$ cat config.mk
export PLATFORM = sky130hd
export DESIGN_NAME = ps2_direction_decoder_flat
export DESIGN_NICKNAME = d
export VERILOG_FILES = /design/src/rtl/ps2_direction_decoder_if.sv /design/src/rtl/ps2_direction_decoder.sv /design/src/flat_wrapper.sv
export SDC_FILE = /design/constraint.sdc
export NUM_CORES = 1
export LEC_CHECK = 0
export CAP_MARGIN = 20
export CORE_UTILIZATION = 60
export DETAILED_ROUTE_END_ITERATION = 10
export PLACE_DENSITY_LB_ADDON = 0.12
export SLEW_MARGIN = 0
export SYNTH_ARGS = -nofsm -noshare
export SYNTH_HDL_FRONTEND = slang
export SYNTH_SLANG_ARGS = --single-unit
$ cat constraint.sdc
create_clock -name Clock -period 4.6 [get_ports Clock]
set_clock_uncertainty 0.15 [all_clocks]
set_input_delay 0.69 -clock Clock [delete_from_list [all_inputs] [get_ports Clock]]
set_output_delay 0.69 -clock Clock [all_outputs]
set_load 0.02 [all_outputs]
$ cat src/rtl/ps2_direction_decoder_if.sv
// PS/2 direction decoder bus: raw PS/2 pins in, decoded key state out.
// The master modport belongs to whatever drives the PS/2 pins and watches
// the results. The slave modport belongs to the decoder.
interface ps2_direction_decoder_if;
  logic       PS2Clock;
  logic       PS2Data;
  logic [3:0] Direction;
  logic [7:0] ScanCode;
  logic       CodeValid;
  logic       FrameError;

  modport master (
    output PS2Clock,
    output PS2Data,
    input  Direction,
    input  ScanCode,
    input  CodeValid,
    input  FrameError
  );

  modport slave (
    input  PS2Clock,
    input  PS2Data,
    output Direction,
    output ScanCode,
    output CodeValid,
    output FrameError
  );
endinterface

$ cat src/rtl/ps2_direction_decoder.sv
// PS/2 keyboard receiver and arrow-key state decoder.
// Direction bits: bit0 Up, bit1 Down, bit2 Left, bit3 Right.
// Optional build macro PS2_WASD_EN adds W/A/S/D as aliases of the arrow keys
// in the non-extended map.
module ps2_direction_decoder #(
  parameter int TIMEOUT_CYCLES = 25000,
  parameter int SYNC_STAGES    = 2
) (
  input logic                    Clock,
  input logic                    Reset,
  ps2_direction_decoder_if.slave bus
);

  localparam int TW = $clog2(TIMEOUT_CYCLES + 1);
  localparam logic [TW-1:0] TO_LAST = TW'(TIMEOUT_CYCLES - 1);

  localparam logic [2:0] ST_IDLE   = 3'd0;
  localparam logic [2:0] ST_DATA   = 3'd1;
  localparam logic [2:0] ST_PARITY = 3'd2;
  localparam logic [2:0] ST_STOP   = 3'd3;
  localparam logic [2:0] ST_CHECK  = 3'd4;

  // Key lookup: returns {hit, one-hot direction mask}.
  function automatic logic [4:0] lookup(input logic [7:0] code, input logic ext);
    logic [4:0] r;
    r = 5'b0_0000;
    if (ext) begin
      case (code)
        8'h75:   r = 5'b1_0001;
        8'h72:   r = 5'b1_0010;
        8'h6B:   r = 5'b1_0100;
        8'h74:   r = 5'b1_1000;
        default: r = 5'b0_0000;
      endcase
    end else begin
`ifdef PS2_WASD_EN
      case (code)
        8'h1D:   r = 5'b1_0001;
        8'h1B:   r = 5'b1_0010;
        8'h1C:   r = 5'b1_0100;
        8'h23:   r = 5'b1_1000;
        default: r = 5'b0_0000;
      endcase
`else
      r = 5'b0_0000;
`endif
    end
    return r;
  endfunction

  logic [SYNC_STAGES-1:0] clk_sync_q, clk_sync_d;
  logic [SYNC_STAGES-1:0] data_sync_q, data_sync_d;
  logic                   clk_prev_q, clk_prev_d;
  logic [2:0]             state_q, state_d;
  logic [2:0]             bitcnt_q, bitcnt_d;
  logic [7:0]             shift_q, shift_d;
  logic                   parity_q, parity_d;
  logic [TW-1:0]          timeout_q, timeout_d;
  logic                   ext_q, ext_d;
  logic                   brk_q, brk_d;
  logic [3:0]             direction_q, direction_d;
  logic [7:0]             scan_q, scan_d;
  logic                   cv_q, cv_d;
  logic                   fe_q, fe_d;

  logic                   clk_cur_s;
  logic                   data_s;
  logic                   fall_s;
  logic                   in_frame_s;
  logic [4:0]             hit_s;

  assign clk_cur_s  = clk_sync_q[SYNC_STAGES-1];
  assign data_s     = data_sync_q[SYNC_STAGES-1];
  assign fall_s     = clk_prev_q & ~clk_cur_s;
  assign in_frame_s = (state_q == ST_DATA) || (state_q == ST_PARITY) ||
                      (state_q == ST_STOP);
  assign hit_s      = lookup(shift_q, ext_q);

  // Shift the raw pins through the synchroniser and keep the previous clock level.
  always_comb begin
    clk_sync_d  = {clk_sync_q[SYNC_STAGES-2:0], bus.PS2Clock};
    data_sync_d = {data_sync_q[SYNC_STAGES-2:0], bus.PS2Data};
    clk_prev_d  = clk_cur_s;
  end

  // Frame receiver, timeout, prefix tracking and direction decode.
  always_comb begin
    state_d     = state_q;
    bitcnt_d    = bitcnt_q;
    shift_d     = shift_q;
    parity_d    = parity_q;
    timeout_d   = timeout_q;
    ext_d       = ext_q;
    brk_d       = brk_q;
    direction_d = direction_q;
    scan_d      = scan_q;
    cv_d        = 1'b0;
    fe_d        = 1'b0;

    case (state_q)
      ST_IDLE: begin
        timeout_d = '0;
        if (fall_s && !data_s) begin
          state_d  = ST_DATA;
          bitcnt_d = 3'd0;
        end else begin
          state_d = ST_IDLE;
        end
      end
      ST_DATA: begin
        if (fall_s) begin
          timeout_d = '0;
          shift_d   = {data_s, shift_q[7:1]};
          if (bitcnt_q == 3'd7) begin
            state_d = ST_PARITY;
          end else begin
            bitcnt_d = bitcnt_q + 3'd1;
          end
        end else begin
          state_d = ST_DATA;
        end
      end
      ST_PARITY: begin
        if (fall_s) begin
          timeout_d = '0;
          parity_d  = data_s;
          state_d   = ST_STOP;
        end else begin
          state_d = ST_PARITY;
        end
      end
      ST_STOP: begin
        if (fall_s) begin
          // Outputs register on this edge so CodeValid is seen during CHECK.
          timeout_d = '0;
          state_d   = ST_CHECK;
          if (data_s && (^{shift_q, parity_q})) begin
            scan_d = shift_q;
            cv_d   = 1'b1;
            if (shift_q == 8'hE0) begin
              ext_d = 1'b1;
            end else if (shift_q == 8'hF0) begin
              brk_d = 1'b1;
            end else begin
              if (hit_s[4]) begin
                if (brk_q) begin
                  direction_d = direction_q & ~hit_s[3:0];
                end else begin
                  direction_d = direction_q | hit_s[3:0];
                end
              end else begin
                direction_d = direction_q;
              end
              ext_d = 1'b0;
              brk_d = 1'b0;
            end
          end else begin
            fe_d  = 1'b1;
            ext_d = 1'b0;
            brk_d = 1'b0;
          end
        end else begin
          state_d = ST_STOP;
        end
      end
      ST_CHECK: begin
        timeout_d = '0;
        state_d   = ST_IDLE;
      end
      default: begin
        timeout_d = '0;
        state_d   = ST_IDLE;
      end
    endcase

    // A stalled frame is abandoned; the decoded key state is left alone.
    if (in_frame_s && !fall_s) begin
      if (timeout_q == TO_LAST) begin
        state_d   = ST_IDLE;
        timeout_d = '0;
        fe_d      = 1'b1;
      end else begin
        timeout_d = timeout_q + TW'(1);
      end
    end else begin
      timeout_d = timeout_d;
    end
  end

  // State registers; the synchroniser presets to the idle-high pin level.
  always_ff @(posedge Clock or posedge Reset) begin
    if (Reset) begin
      clk_sync_q  <= '1;
      data_sync_q <= '1;
      clk_prev_q  <= 1'b1;
      state_q     <= ST_IDLE;
      bitcnt_q    <= 3'd0;
      shift_q     <= 8'h00;
      parity_q    <= 1'b0;
      timeout_q   <= '0;
      ext_q       <= 1'b0;
      brk_q       <= 1'b0;
      direction_q <= 4'b0000;
      scan_q      <= 8'h00;
      cv_q        <= 1'b0;
      fe_q        <= 1'b0;
    end else begin
      clk_sync_q  <= clk_sync_d;
      data_sync_q <= data_sync_d;
      clk_prev_q  <= clk_prev_d;
      state_q     <= state_d;
      bitcnt_q    <= bitcnt_d;
      shift_q     <= shift_d;
      parity_q    <= parity_d;
      timeout_q   <= timeout_d;
      ext_q       <= ext_d;
      brk_q       <= brk_d;
      direction_q <= direction_d;
      scan_q      <= scan_d;
      cv_q        <= cv_d;
      fe_q        <= fe_d;
    end
  end

  assign bus.Direction  = direction_q;
  assign bus.ScanCode   = scan_q;
  assign bus.CodeValid  = cv_q;
  assign bus.FrameError = fe_q;

endmodule

$ cat src/flat_wrapper.sv
// flat-port wrapper written by rule: the top's interface ports become plain ports
module ps2_direction_decoder_flat 
#(
  parameter int TIMEOUT_CYCLES = 25000,
  parameter int SYNC_STAGES    = 2
)
  (Clock, Reset, bus_PS2Clock, bus_PS2Data, bus_Direction, bus_ScanCode, bus_CodeValid, bus_FrameError);
  ps2_direction_decoder_if bus_i ();
  input logic Clock;
  input logic Reset;
  input wire logic [$bits(bus_i.PS2Clock)-1:0] bus_PS2Clock;
  input wire logic [$bits(bus_i.PS2Data)-1:0] bus_PS2Data;
  output wire logic [$bits(bus_i.Direction)-1:0] bus_Direction;
  output wire logic [$bits(bus_i.ScanCode)-1:0] bus_ScanCode;
  output wire logic [$bits(bus_i.CodeValid)-1:0] bus_CodeValid;
  output wire logic [$bits(bus_i.FrameError)-1:0] bus_FrameError;
  assign bus_i.PS2Clock = bus_PS2Clock;
  assign bus_i.PS2Data = bus_PS2Data;
  assign bus_Direction = bus_i.Direction;
  assign bus_ScanCode = bus_i.ScanCode;
  assign bus_CodeValid = bus_i.CodeValid;
  assign bus_FrameError = bus_i.FrameError;
  ps2_direction_decoder #(.TIMEOUT_CYCLES(TIMEOUT_CYCLES), .SYNC_STAGES(SYNC_STAGES)) u_core (.Clock(Clock), .Reset(Reset), .bus(bus_i));
endmodule
[Word-level counts from Yosys, hierarchy flattened]
Cells that the tools add are included.
W data, S select, Z words.
Operators by class
  add/sub/neg operators: 2
  $mul: 0
  div/mod/pow operators: 0
  magnitude comparators: 0
  eq/ne operators: 17
  shift-type cells: 0
  mux-type cells: 33
  bitwise logic cells: 7
  reductions and logical operators: 18
Operator list (number)
  $mux W15: 4
  $eq A8 B7 Y1 const B: 4
  $mux W3: 8
  $pmux W5 S4: 1
  $eq A8 B8 Y1 const B: 2
  $mux W1: 16
  $add A15 B1 Y15 const B: 1
  $eq A15 B15 Y1 const B: 1
  $pmux W3 S4: 1
  $reduce_and A3 Y1: 3
  $reduce_xor A9 Y1: 1
  $eq A3 B2 Y1 const B: 2
  $pmux W3 S2: 1
  $reduce_and A6 Y1: 1
  $mux W5: 1
  $and A4 B4 Y4: 1
  $mux W4: 1
  $ne A2 B1 Y1 const B: 2
  $ne A2 B2 Y1 const B: 2
  $not A4 Y4: 1
  $or A4 B4 Y4: 1
  $reduce_and A2 Y1: 2
  $reduce_and A4 Y1: 1
  $add A3 B1 Y3 const B: 1
  12 further kinds: 18
Storage, ports and cells
  bits in registers: 51
  latch bits: 0
  bits in writable memories: 0
  bits in read-only memories: 0
  input bits: 4
  memories: 0

[Logic depth before layout (Yosys ltp)]
Gate-level depths: netlist of the first run.
  word-level depth: 7
  depth in mapped cells: 6

[Worst setup path after synthesis of the first run]
Ideal clock, no wire load.
  path type: reg2reg
  start: register u_core.shift_q[1]
  end: register u_core.scan_q[0] (netlist: u_core.bus.ScanCode[0])
  arrival: 1759 ps
  required time: 4325 ps
  slack: 2566 ps
  cell stages (with the launch flop): 6
  cells stage by stage: dfrtp_1 > xor2_1 > xnor3_1 > xnor2_2 > nand3_4 > mux2_2
Between the ends
  longest elaborated chain between the ends: 3
Ends and longest elaborated chain
  start: declaration: line ps2_direction_decoder.sv:56  | logic [7:0] shift_q, shift_d;
  start signal: assignment: line ps2_direction_decoder.sv:213  | shift_q <= shift_d;
  $reduce_xor A9 Y1: line ps2_direction_decoder.sv:137  | if (data_s && (^{shift_q, parity_q})) begin
  $logic_and A1 B1 Y1: line ps2_direction_decoder.sv:137
  $reduce_and A3 Y1 (no source line)
  end signal: assignment: line ps2_direction_decoder.sv:219  | scan_q <= scan_d;
  end: declaration: line ps2_direction_decoder.sv:62  | logic [7:0] scan_q, scan_d;
Every way passes these cells.
A chain may end at the register's enable or synchronous reset.

[Final worst setup path of the first run]
  start: register u_core.shift_q[2]
  end: register u_core.scan_q[1] (netlist: u_core.bus.ScanCode[1])
The elaborated chain is that of the path after synthesis.

==> results.yml, run 1 <==
clocking:
  cts_tree: "done"
  clk_path_buf_depth: 2
  clk_pin_slew_ns: 0.09
  h-tree-depth: 2
  cts_buffers: 5
  clock_latency_ns: 0.31
  postCtsSetupBuffers: 0
  numClockSinks: 51
  ctsResizeCount: 0
  root_buffer: "clkbuf_8"
  cts_hold_buf: 0
setup_path:
  r2r_slack_ns: 2.37
  crit_fanout: 9
  arrival_ns: 2.28
  regToRegStartpoint: "u_core.shift_q[2]"
  r2r-end: "u_core.bus.ScanCode[1]"
  critical_path.max_stage_delay_ns: 0.47
  cpMaxStageDelayCell: "xnor3_1"
  cp-start-kind: "register"
  timing_worst_setup_path_type: "register to register"
  crit_start: "u_core.shift_q[2]"
  crit_chain: "xor2_1 -> xnor3_1 -> xnor2_2 -> nand3_4 -> mux2_2"
  cp-end-kind: "register"
  cp.required_ns: 4.65
  rr_worst_depth: 5
floorplanning:
  initial_core_util_pct: 62.4
  core-area_sq_um: 3660
  io_pins: 18
  die_x_um: 63.7
  die_h_um: 63.7
  fp-row-count: 22
  die_area_sq_um: 4060
route:
  wl_mm: 4.01
  vias_per_cell: 5.58
  first_pass_iters: 4
  wl_per_cell_um: 14.8
  drc_errors: 0
  first_iter_violations: 134
  ant_nets: 0
  vias: 1513
power_and_ir_drop:
  peakVddDrop_v: 0.000243
  powerDensity_nw_per_um2: 492
  finalPower_mw: 1.30
  total_leakage_power_nw: 1.22
timing:
  fin_crit_sh_pct: 48.5
  relSlewSlack_pct: 64.1
  clock.fmax_mhz: 448
  rsz0062_at_grt: "no"
  finalSetupViolCount: 0
  finalMaxSlewViolations: 0
  worst_slew_pin_slew_ns: 0.538
  hold_viol: 0
  final.min_clock_period_ns: 2.23
  fin_setup_tns_ns: 0
synth:
  synth.most_common_cell: "dfrtp_1"
  syn_avg_cell_area_sq_um: 11.4
  synth_area_sq_um: 2290
  synth_seq_area_share_pct: 56.1
  ys_seq_elements: 51
  syn_inst: 200
  synth_commonest_cells: "dfrtp_1 (46), nor2_1 (26), mux2_2 (15), nand2_1 (13), inv_1 (11)"
  synth_cell_type_count: 37
  syn_nets: 207
  synth_ff_type: "dfrtp_1"
  synth_edf_count: 0
  synth-async-reset-ratio_pct: 100
  yosysTopAreaCell: "dfrtp_1"
  synth_area_leaders: "dfrtp_1 (50%), mux2_2 (7.4%), dfstp_2 (5.7%)"
  yosysTopAreaCellShare_pct: 50.4
  ys_warn_count: 0
place:
  gp_congestion: 0.909
  port_buffers: 17
  placedCellCount: 262
  dpl.hpwl_mm: 2.80
global_routing:
  gr-usage-all-layers_pct: 23.1
  grt-ovfl-total: 0
  grt_pass1_wl_mm: 7.04
  grt_max_degree: 52
  grt_pass1_vias: 1507
  antenna_found_initial: 0
status:
  status: "finished, final reports clean"
flow_run:
  cap_violations: 0
worst_hold_path:
  min_path_cells: 0
  min_from: "u_core.data_sync_q[0]"
  hp-class: "register to register"
  worst_hold_path.endpoint: "u_core.data_sync_q[1]"
final_layout:
  fin_cells: 271
  n_antenna_cell: 0
  drive_gt1_share_pct: 15.2
  nFillCells: 265
  final_nets: 229
  syn_to_final_growth_pct: 15.4
==> power breakdown <==
part	internal (mW)	total [mW]	switching [mW]	leakage (nW)
registers	0.518	0.615	0.0968	0.674
logic	0.174	0.373	0.199	0.492
clock network	0.162	0.309	0.147	0.0581
==> metal layers <==
layer | GRT usage [%] | routed length [um]
met1 | 31.4 | 1910
met2 | 36.6 | 1880
met3 | 4.53 | 155
met4 | 8.81 | 62
met5 | 0 | 0
==> cell type report <==
| cell class | count | area, sq um | area share (%) |
|---|---|---|---|
| Multi-Input combinational cell | 135 | 951 | 36.1 |
| Clock buffer | 5 | 68.8 | 2.61 |
| Tap cell | 48 | 60.1 | 2.28 |
| Sequential cell | 51 | 1280 | 48.6 |
| Timing Repair Buffer | 18 | 190 | 7.21 |
| Inverter | 11 | 41.3 | 1.57 |
| Clock inverter | 3 | 43.8 | 1.66 |
==> sequential cells by signal, summed over array words and instances (netlist names), named ones only <==
| register | flops |
|---|---|
| u_core.shift_q | 8 |
| u_core.parity_q | 1 |
| u_core.brk_q | 1 |
| u_core.bitcnt_q | 3 |
| u_core.bus.CodeValid | 1 |
| u_core.state_q | 3 |
| u_core.clk_prev_q | 1 |
| u_core.clk_sync_q | 2 |
| u_core.data_sync_q | 2 |
| u_core.bus.FrameError | 1 |
| u_core.bus.ScanCode | 8 |
| u_core.timeout_q | 15 |
| u_core.ext_q | 1 |
==> stage by stage <==
| stage | setup slack [ns] | hold WS, ns | utilization [%] | area, sq um |
|---|---|---|---|---|
| after floorplan | 2.54 | 0.195 | - | 2290 |
| after global placement | 2.46 | 0.195 | 68.4 | 2500 |
| after detailed placement | 2.36 | 0.199 | 68.4 | 2500 |
| after CTS | 2.37 | 0.212 | 71.5 | 2620 |
| after global routing | 2.25 | 0.216 | 72.0 | 2640 |
| final | 2.37 | 0.211 | 72.0 | 2640 |
==> critical path, delay by kind of cell (launching register included) <==
kind	cells	cell delay, ns
simple gates	1	0.20
mux	1	0.31
xor+xnor	3	1.02
flops	1	0.46
==> cell usage in the layout (no fill, tap or decap), types with 5 or more instances in the layout <==
cell type / synthesis / routed
clkbuf_8: 0 / 5
clkdlybuf4s50_1: 0 / 17
dfrtp_1: 46 / 46
dfstp_2: 5 / 5
inv_1: 11 / 10
mux2_2: 15 / 15
mux2i_1: 5 / 5
nand2_1: 13 / 13
nand3_1: 10 / 10
nand4_1: 6 / 6
nor2_1: 26 / 26
o21ai_0: 7 / 7
xnor2_1: 9 / 9
xor2_1: 9 / 9
==> kinds of logic after synthesis <==
group,Yosys count,share of synthesized area [%]
buffers and inverters,14,2.30
flip-flops,51,56.1
AND/OR/NAND/NOR,75,17.2
XOR/XNOR,20,8.59
adder cells (fa/ha/maj),3,1.64
AO/OA/AOI/OAI,17,4.54
multiplexers,20,9.58
==> worst max path at each step <==
stage,end,slack (ns),cells after the start
global placement,u_core.bus.ScanCode[1],2.46,5
global route,u_core.bus.ScanCode[4],2.25,5
floorplan,asynchronous set/reset pin,2.54,1
finish,u_core.bus.ScanCode[1],2.37,5
CTS,u_core.bus.ScanCode[1],2.37,5
detailed placement,u_core.bus.ScanCode[1],2.36,5
Power figures use the tool's default switching activity.
==> run 2, diff against run 1 <==
- CORE_UTILIZATION: 60 -> 51
- clock period: 4.6 -> 1.9 ns (I/O delays scaled with it)
==> run 2 against run 1 <==
Effect of this change: the flow now finishes with violations (negative setup slack); maximum frequency grew 14%; utilization shrank 4.3 points; via count grew 4.8%; clock power grew 140%; register-to-register slack lost 2.4 ns; first-iteration DRC count shrank 44%; sequential cell count is the same; worst hold slack lost 0.031 ns; routed wire length grew 8.3%; non-clock buffer count grew 19; sequential share of layout area shrank 3.0 points; final area grew 6.5%; critical path type unchanged.
==> results.yml, run 2 (synthesized netlist as in run 1, its figures left out) <==
status:
  status: "finished with violations"
  violations: "negative setup slack"
power_and_ir_drop:
  p_sw_mw: 1.15
  powerDensity_nw_per_um2: 1230
  total_leakage_power_nw: 1.33
  power_frac_clock_pct: 21.7
  intPower_mw: 2.29
  switching_share_pct: 33.5
  peakVddDrop_v: 0.000801
  seq_power_share_pct: 40.8
  finalPower_mw: 3.45
  power.share.combinational_pct: 37.6
clocking:
  cts_hold_buf: 0
  root_buffer: "clkbuf_8"
  clk_pin_slew_ns: 0.10
  cts_tree: "done"
  cts_buffers: 5
  clock_latency_ns: 0.31
  numClockSinks: 51
  clk_path_buf_depth: 2
  h-tree-depth: 2
final_layout:
  nFillCells: 328
  stdcell_area_sq_um: 2810
  n_antenna_cell: 0
  syn_to_final_growth_pct: 22.9
  drive_gt1_share_pct: 23.1
  fin_cells: 292
  final_nets: 248
  mostFrequentLayoutCells: "dfrtp_1 (46), nor2_1 (26), buf_4 (18)"
  utilization_pct: 67.8
  layout_commonest_cell: "dfrtp_1"
  regMostFlops: "u_core.timeout_q"
  largest_register_ffs: 15
setup_path:
  critical_path.max_stage_delay_ns: 0.46
  crit_fanout: 5
  cpMaxStageDelayCell: "xnor3_1"
  path_buf_inv: 1
  timing_worst_setup_path_type: "register to register"
  cp.required_ns: 1.97
  cp-end-kind: "register"
  cp-start-kind: "register"
  arrival_ns: 2.03
  critPathTopFamily: "XOR/XNOR gates"
  crit_chain: "xor2_1 -> xnor3_1 -> xnor2_2 -> buf_4 -> nand4_1 -> mux2i_1"
timing:
  rsz0062_at_grt: "yes"
  fin_setup_tns_ns: -0.469
  worst_slew_pin_slew_ns: 0.374
  final.min_clock_period_ns: 1.96
  clock.fmax_mhz: 511
  finalMaxSlewViolations: 0
  fin_crit_sh_pct: 103
  finalSetupViolCount: 11
  setup_ws_ns: -0.0577
  timing.hold.ws_ns: 0.180
  relSlewSlack_pct: 75.0
  hold_viol: 0
flow_run:
  cap_violations: 0
global_routing:
  grt-ovfl-total: 0
  grt_pass1_vias: 1585
  grt_pass1_wl_mm: 7.14
  grt_max_degree: 52
  gr-usage-all-layers_pct: 21.0
  antenna_found_initial: 0
route:
  vias: 1586
  wl_per_cell_um: 14.9
  first_pass_iters: 4
  wl_mm: 4.34
  drc_errors: 0
  ant_nets: 0
  first_iter_violations: 75
  vias_per_cell: 5.43
floorplanning:
  die_area_sq_um: 4750
  core-area_sq_um: 4140
  die_h_um: 69.0
  fp-row-count: 23
  io_pins: 18
  die_x_um: 69.0
  initial_core_util_pct: 55.2
place:
  gp_congestion: 0.808
  port_buffers: 17
  dp_worst_setup_slack_ns: -0.0502
  dpl_cell_area_sq_um: 2680
  dpl.hpwl_mm: 3.06
  placedCellCount: 283
worst_hold_path:
  hp-class: "input port to asynchronous set/reset pin"
==> run 2: cell count changes in the layout (fill, tap and decap cells not counted) <==
cell | before | now
a21oi_1 | 3 | 2
a21oi_2 | 0 | 1
buf_12 | 1 | 2
buf_4 | 0 | 18
nand3_1 | 10 | 8
nand3_2 | 0 | 2
==> run 2: worst min-delay path: cells and delay by family <==
kind                   cells  cell delay, ns
buffers and inverters      3            0.73
==> run 2: path summary, 6_finish.rpt <==
check	start	end	slack, ns	cells after the start
setup / recovery	u_core.shift_q[1]	register	-0.06	6
hold / removal	Reset	u_core.timeout_q[12]	0.18	3
setup reg to reg	u_core.shift_q[1]	register	-0.06	6
hold reg to reg	u_core.data_sync_q[0]	u_core.data_sync_q[1]	0.21	0
max in group asynchronous	Reset	u_core.clk_sync_q[0]	1.12	3
min in group Clock	u_core.data_sync_q[0]	u_core.data_sync_q[1]	0.21	0
==> run 2: area by class of cell <==
type                            instances  area, sq um  area share [%]
Tap cell                               50         62.6            2.23
Multi-Input combinational cell        135          965            34.3
Clock inverter                          3         43.8            1.56
Inverter                               11         41.3            1.47
Sequential cell                        51         1280            45.7
Timing Repair Buffer                   37          345            12.3
Clock buffer                            5         68.8            2.45
==> run 2: power groups by stage <==
stage	clock (mW)	sequential (mW)	combinational, mW
finish	0.747	1.40	1.29
global route	0.812	1.43	1.41
CTS	0.773	1.41	1.26
detailed placement	0	1.43	1.25
global placement	0	1.41	1.20
floorplan	0	1.44	0.748
==> run 2: metal layers <==
metal	GRT usage [%]	wire (um)	up-vias
met5	0	0	-
met4	8.67	72	0
met3	5.59	122	7
met2	35.4	2220	33
met1	25.2	1930	781
li1	-	-	765
==> run 2: repair_timing <==
| item | in CTS | in global routing |
|---|---|---|
| buffers inserted | 1 | 0 |
| endpoints found under the setup margin | 13 | 20 |
| gates resized for setup | 0 | 3 |
| cloned | 0 | 0 |
| pin swaps | 1 | 0 |
==> run 3, diff against run 2 <==
- CAP_MARGIN: 20 -> not set
- CTS_BUF_LIST: not set -> sky130_fd_sc_hd__clkbuf_16
==> run 3 against run 2 <==
Effect of this change: the flow still finishes with violations (negative setup slack); non-clock buffer count unchanged; maximum frequency decreased by 0.73%; sequential share of layout area decreased by 0.76 points; global-route usage increased by 0.70 points; critical path depth unchanged; total power increased by 6.7%; first-iteration DRC count increased by 100%.
==> results.yml, run 3 (synthesized netlist as in run 1, its figures left out) <==
setup_path:
  crit_fanout: 5
  cp-end-kind: "register"
  rr_worst_depth: 6
  arrival_ns: 2.02
  cp-start-kind: "register"
  cp.required_ns: 1.95
  regToRegStartpoint: "u_core.shift_q[1]"
  r2r_slack_ns: -0.07
  timing_worst_setup_path_type: "register to register"
power_and_ir_drop:
  power.share.combinational_pct: 34.2
  seq_power_share_pct: 38.2
  power_frac_clock_pct: 27.6
  powerDensity_nw_per_um2: 1290
  intPower_mw: 2.52
  switching_share_pct: 31.5
  total_leakage_power_nw: 1.35
  peakVddDrop_v: 0.000857
  p_sw_mw: 1.16
clocking:
  root_buffer: "clkbuf_16"
  cts_hold_buf: 0
  clk_pin_slew_ns: 0.07
  h-tree-depth: 2
  numClockSinks: 51
  clk_path_buf_depth: 2
  clock_latency_ns: 0.29
  cts_tree: "done"
  cts_buffers: 5
timing:
  finalSetupViolCount: 11
  final.min_clock_period_ns: 1.97
  clock.fmax_mhz: 507
  hold_viol: 0
  timing.hold.ws_ns: 0.208
  rsz0062_at_grt: "yes"
  setup_ws_ns: -0.0722
  relSlewSlack_pct: 75.4
  worst_slew_pin_slew_ns: 0.366
  fin_crit_sh_pct: 104
  finalMaxSlewViolations: 0
  fin_setup_tns_ns: -0.438
floorplanning:
  die_x_um: 69.0
  initial_core_util_pct: 55.2
  io_pins: 18
  fp-row-count: 23
  die_area_sq_um: 4750
  die_h_um: 69.0
  core-area_sq_um: 4140
final_layout:
  syn_to_final_growth_pct: 25.0
  drive_gt1_share_pct: 22.3
  fin_cells: 292
  n_antenna_cell: 0
  regMostFlops: "u_core.timeout_q"
  mostFrequentLayoutCells: "dfrtp_1 (46), nor2_1 (26), buf_4 (18)"
  largest_register_ffs: 15
  utilization_pct: 68.9
  final_nets: 248
  layout_commonest_cell: "dfrtp_1"
place:
  gp_congestion: 0.808
  dpl.hpwl_mm: 3.06
  placedCellCount: 283
  port_buffers: 17
  dp_worst_setup_slack_ns: -0.0502
global_routing:
  met1_usage_pct: 27.5
  grt_pass1_vias: 1581
  antenna_found_initial: 0
  grtUsageMet2_pct: 35.8
  gr-usage-all-layers_pct: 21.7
  busiest_layer: "met2"
  grt_max_degree: 52
  met3_usage_pct: 5.43
  grt-ovfl-total: 0
  grt_pass1_wl_mm: 7.30
flow_run:
  cap_violations: 0
route:
  ant_nets: 0
  first_pass_iters: 4
  drc_errors: 0
  vias: 1579
  wl_per_cell_um: 15.2
  first_iter_violations: 152
  wl_mm: 4.45
  vias_per_cell: 5.41
status:
  violations: "negative setup slack"
  status: "finished with violations"
worst_hold_path:
  hp-class: "input port to asynchronous set/reset pin"
==> run 3: cell counts in the layout (fill, tap and decap cells not counted) <==
Identical to the previous run, type by type.
==> run 3: power groups by stage <==
| stage | combinational, mW | clock (mW) | sequential, mW |
|---|---|---|---|
| 2_1_floorplan | 0.748 | 0 | 1.44 |
| 3_3_place_gp | 1.20 | 0 | 1.41 |
| 3_5_place_dp | 1.25 | 0 | 1.43 |
| 4_1_cts | 1.26 | 1.03 | 1.41 |
| 5_1_grt | 1.36 | 1.08 | 1.43 |
| 6_report | 1.26 | 1.01 | 1.41 |
==> run 3: repair_timing <==
item,in CTS,in global routing
pin swaps,0,0
setup endpoints to repair,12,20
buffers inserted,1,0
cloned,0,0
resized for setup,0,1
==> run 3: worst max path at each step <==
stage	startpoint	endpoint	slack, ns	depth (start not counted)
global route	u_core.shift_q[1]	register	-0.13	6
CTS	u_core.shift_q[1]	register	-0.1	6
finish	u_core.shift_q[1]	register	-0.07	6
global placement	u_core.shift_q[1]	u_core.bus.ScanCode[1]	-0.004	5
detailed placement	u_core.shift_q[1]	u_core.bus.ScanCode[4]	-0.05	5
floorplan	u_core.shift_q[1]	u_core.bus.ScanCode[0]	-0.11	5
==> run 3: metrics by stage <==
| stage | cell area, sq um | total power [mW] |
|---|---|---|
| floorplan | 2290 | 2.18 |
| CTS | 2850 | 3.70 |
| global placement | 2680 | 2.62 |
| detailed placement | 2680 | 2.68 |
| global route | 2860 | 3.87 |
| finish | 2860 | 3.68 |
==> run 3: worst max-delay path, stage by stage (launching register included) <==
cell	delay [ns]
dfrtp_1	0.39
xor2_1	0.15
xnor3_1	0.46
xnor2_2	0.21
buf_4	0.18
nand4_1	0.12
mux2i_1	0.22
==> run 3: final cells by class <==
| type | count | area [sq um] |
|---|---|---|
| fillers | 321 | 1290 |
| flip-flops and latches | 51 | 1280 |
| multi-input cells | 135 | 956 |
| repair buffers | 37 | 345 |
| clock buffers | 5 | 125 |
| well taps | 50 | 62.6 |
| clock inverters | 3 | 43.8 |
| inverters | 11 | 41.3 |
==> run 3: layer usage <==
metal  share of wire [%]  vias up
met5                   0        -
met4                 1.7        0
met3                 2.7        8
met1                  44      777
li1                    -      765
met2                  52       29
==> variant (flow settings as in run 3) <==
`TIMEOUT_CYCLES` is set to 25000 in 2 places; all go to 6250.
--- a/src/rtl/ps2_direction_decoder.sv
+++ b/src/rtl/ps2_direction_decoder.sv
@@ -3,7 +3,7 @@
 // Optional build macro PS2_WASD_EN adds W/A/S/D as aliases of the arrow keys
 // in the non-extended map.
 module ps2_direction_decoder #(
-  parameter int TIMEOUT_CYCLES = 25000,
+  parameter int TIMEOUT_CYCLES = 6250,
   parameter int SYNC_STAGES    = 2
 ) (
   input logic                    Clock,
--- a/src/flat_wrapper.sv
+++ b/src/flat_wrapper.sv
@@ -1,7 +1,7 @@
 // flat-port wrapper written by rule: the top's interface ports become plain ports
 module ps2_direction_decoder_flat 
 #(
-  parameter int TIMEOUT_CYCLES = 25000,
+  parameter int TIMEOUT_CYCLES = 6250,
   parameter int SYNC_STAGES    = 2
 )
   (Clock, Reset, bus_PS2Clock, bus_PS2Data, bus_Direction, bus_ScanCode, bus_CodeValid, bus_FrameError);
Check against the original RTL: no difference found for any inputs over 10 cycles, from zero or initial values and one cycle with Reset high; that may be too few to reach the edited logic, so the function may still have changed.
==> variant against run 3 <==
- the flow still finishes with violations (setup timing)
- sequential share of layout area shrank 3.1 points
- sequential cell count shrank 2
- cell count grew 1.7%
- worst setup slack lost 77 ps
- final area grew 3.2%
- critical path depth shrank 1
- wire length shrank 0.67%
- power grew 23%
- synthesized area grew 0.60%
- global-route usage shrank 1.5 points
- via count grew 0.25%
- core utilization shrank 1.2 points
==> variant: results (changes against run 3) <==
* Status: finished, violations left
* Violations in the final reports: setup timing
* Inst Count DP at 285 (+0.71%)
* First-pass GRT wire length at 7.67 mm (+5.1%)
* Gpl congestion at 0.808 (about the same)
* Seq/Total Area, Yosys at 53.6% (-2.5 points)
* Compound-Gate Fraction of Synth Area at 5.93% (+1.4 points)
* Top post-synthesis cells by area: dfrtp_1, mux2_2, dfstp_2
* # setup viols final at 10 (-1)
* Xor and xnor fraction of the mapped netlist area at 9.63% (+1.0 points)
* Fill count at 325 (+1.2%)
* Synthesized area per cell at 11.4 um2 (+0.10%)
* Drt initial violations at 99 (-35%)
* Non-clock buffer share of cell area at 13.1% (+1.0 points)
* Share of cells above drive strength 1 at 26.9% (+4.6 points)
* Comb_multi_in at 137 (+1.5%)
* Synthesized Nets at 209 (+0.97%)
* Non-clock buffer count at 42 (+14%)
* Inverters at 9 (-2)
* Non-filler instance count after layout at 297 (+1.7%)
* CP max-delay cell: xnor3_2
* Reg area at 0.00123 mm2 (-3.9%)
* Fin worst setup slack at -150 ps (-77.4 ps)
* Reg2reg start: u_core.shift_q[6]
* Worst R2R Path Depth at 5 (-1)
* Synth cell count leaders: dfrtp_1, nor2_1, mux2_2, nand2_1, xnor2_1
* Vias in the first global route at 1634 (+3.4%)
* Post-DP HPWL at 3.15 mm (+2.9%)
* Final clock-cell share at 5.64% (-0.27 points)
* Synth unique cells at 39 (+5.4%)
## variant: changes by cell type after synthesis, moves of 3 or more
cell	run 3	this run
nand4_1	6	2
a22o_1	0	5
nand3_1	10	6
nor4_1	0	5
and3_1	1	5
nand3b_1	0	3
nor2_1	26	20
## variant: report_power, final
group / switching, W / internal, W / leakage [nW]
logic: 0.000933 / 0.00113 / 0.646
registers: 0.000215 / 0.00125 / 0.638
clock network: 0.000360 / 0.000616 / 0.0775
total: 0.00151 / 0.00300 / 1.36
## variant: layer usage
metal,global-route usage (%),vias to the layer above,share of wire [%]
li1,-,778,-
met1,26.3,777,46
met2,34.1,23,50
met3,4.68,5,2.9
met4,4.76,0,1.1
met5,0,-,0
## variant: worst max path at each step
| stage | from | endpoint | slack, ps | cells after the start |
|---|---|---|---|---|
| floorplan | u_core.shift_q[6] | u_core.bus.ScanCode[0] | -150 | 5 |
| finish | u_core.shift_q[6] | u_core.bus.ScanCode[3] | -150 | 5 |
| CTS | u_core.shift_q[3] | u_core.bus.ScanCode[1] | -140 | 5 |
| global route | u_core.shift_q[6] | u_core.bus.ScanCode[6] | -220 | 5 |
| detailed placement | u_core.shift_q[3] | u_core.bus.ScanCode[1] | -170 | 5 |
| global placement | u_core.shift_q[6] | u_core.bus.ScanCode[7] | -100 | 5 |
## variant: cells by family after synthesis
group / Yosys count
xor+xnor: 21
mux: 18
simple gates: 73
compound gates: 21
buf+inv: 15
flops: 49
fa+ha+maj: 4
## variant: repair_timing
item                                    4_1_cts  5_1_grt
hold buffers                                  0        0
endpoints found under the setup margin       12       25
buffers inserted                              3        1
resized for setup                             7        6
pin swaps                                     3        1
## variant: worst reg2reg max path, delay by kind of cell (launching register included)
kind	cells	cell delay, ps
multiplexers	1	310
AND/OR/NAND/NOR	1	150
flip-flops	1	390
XOR/XNOR	3	930
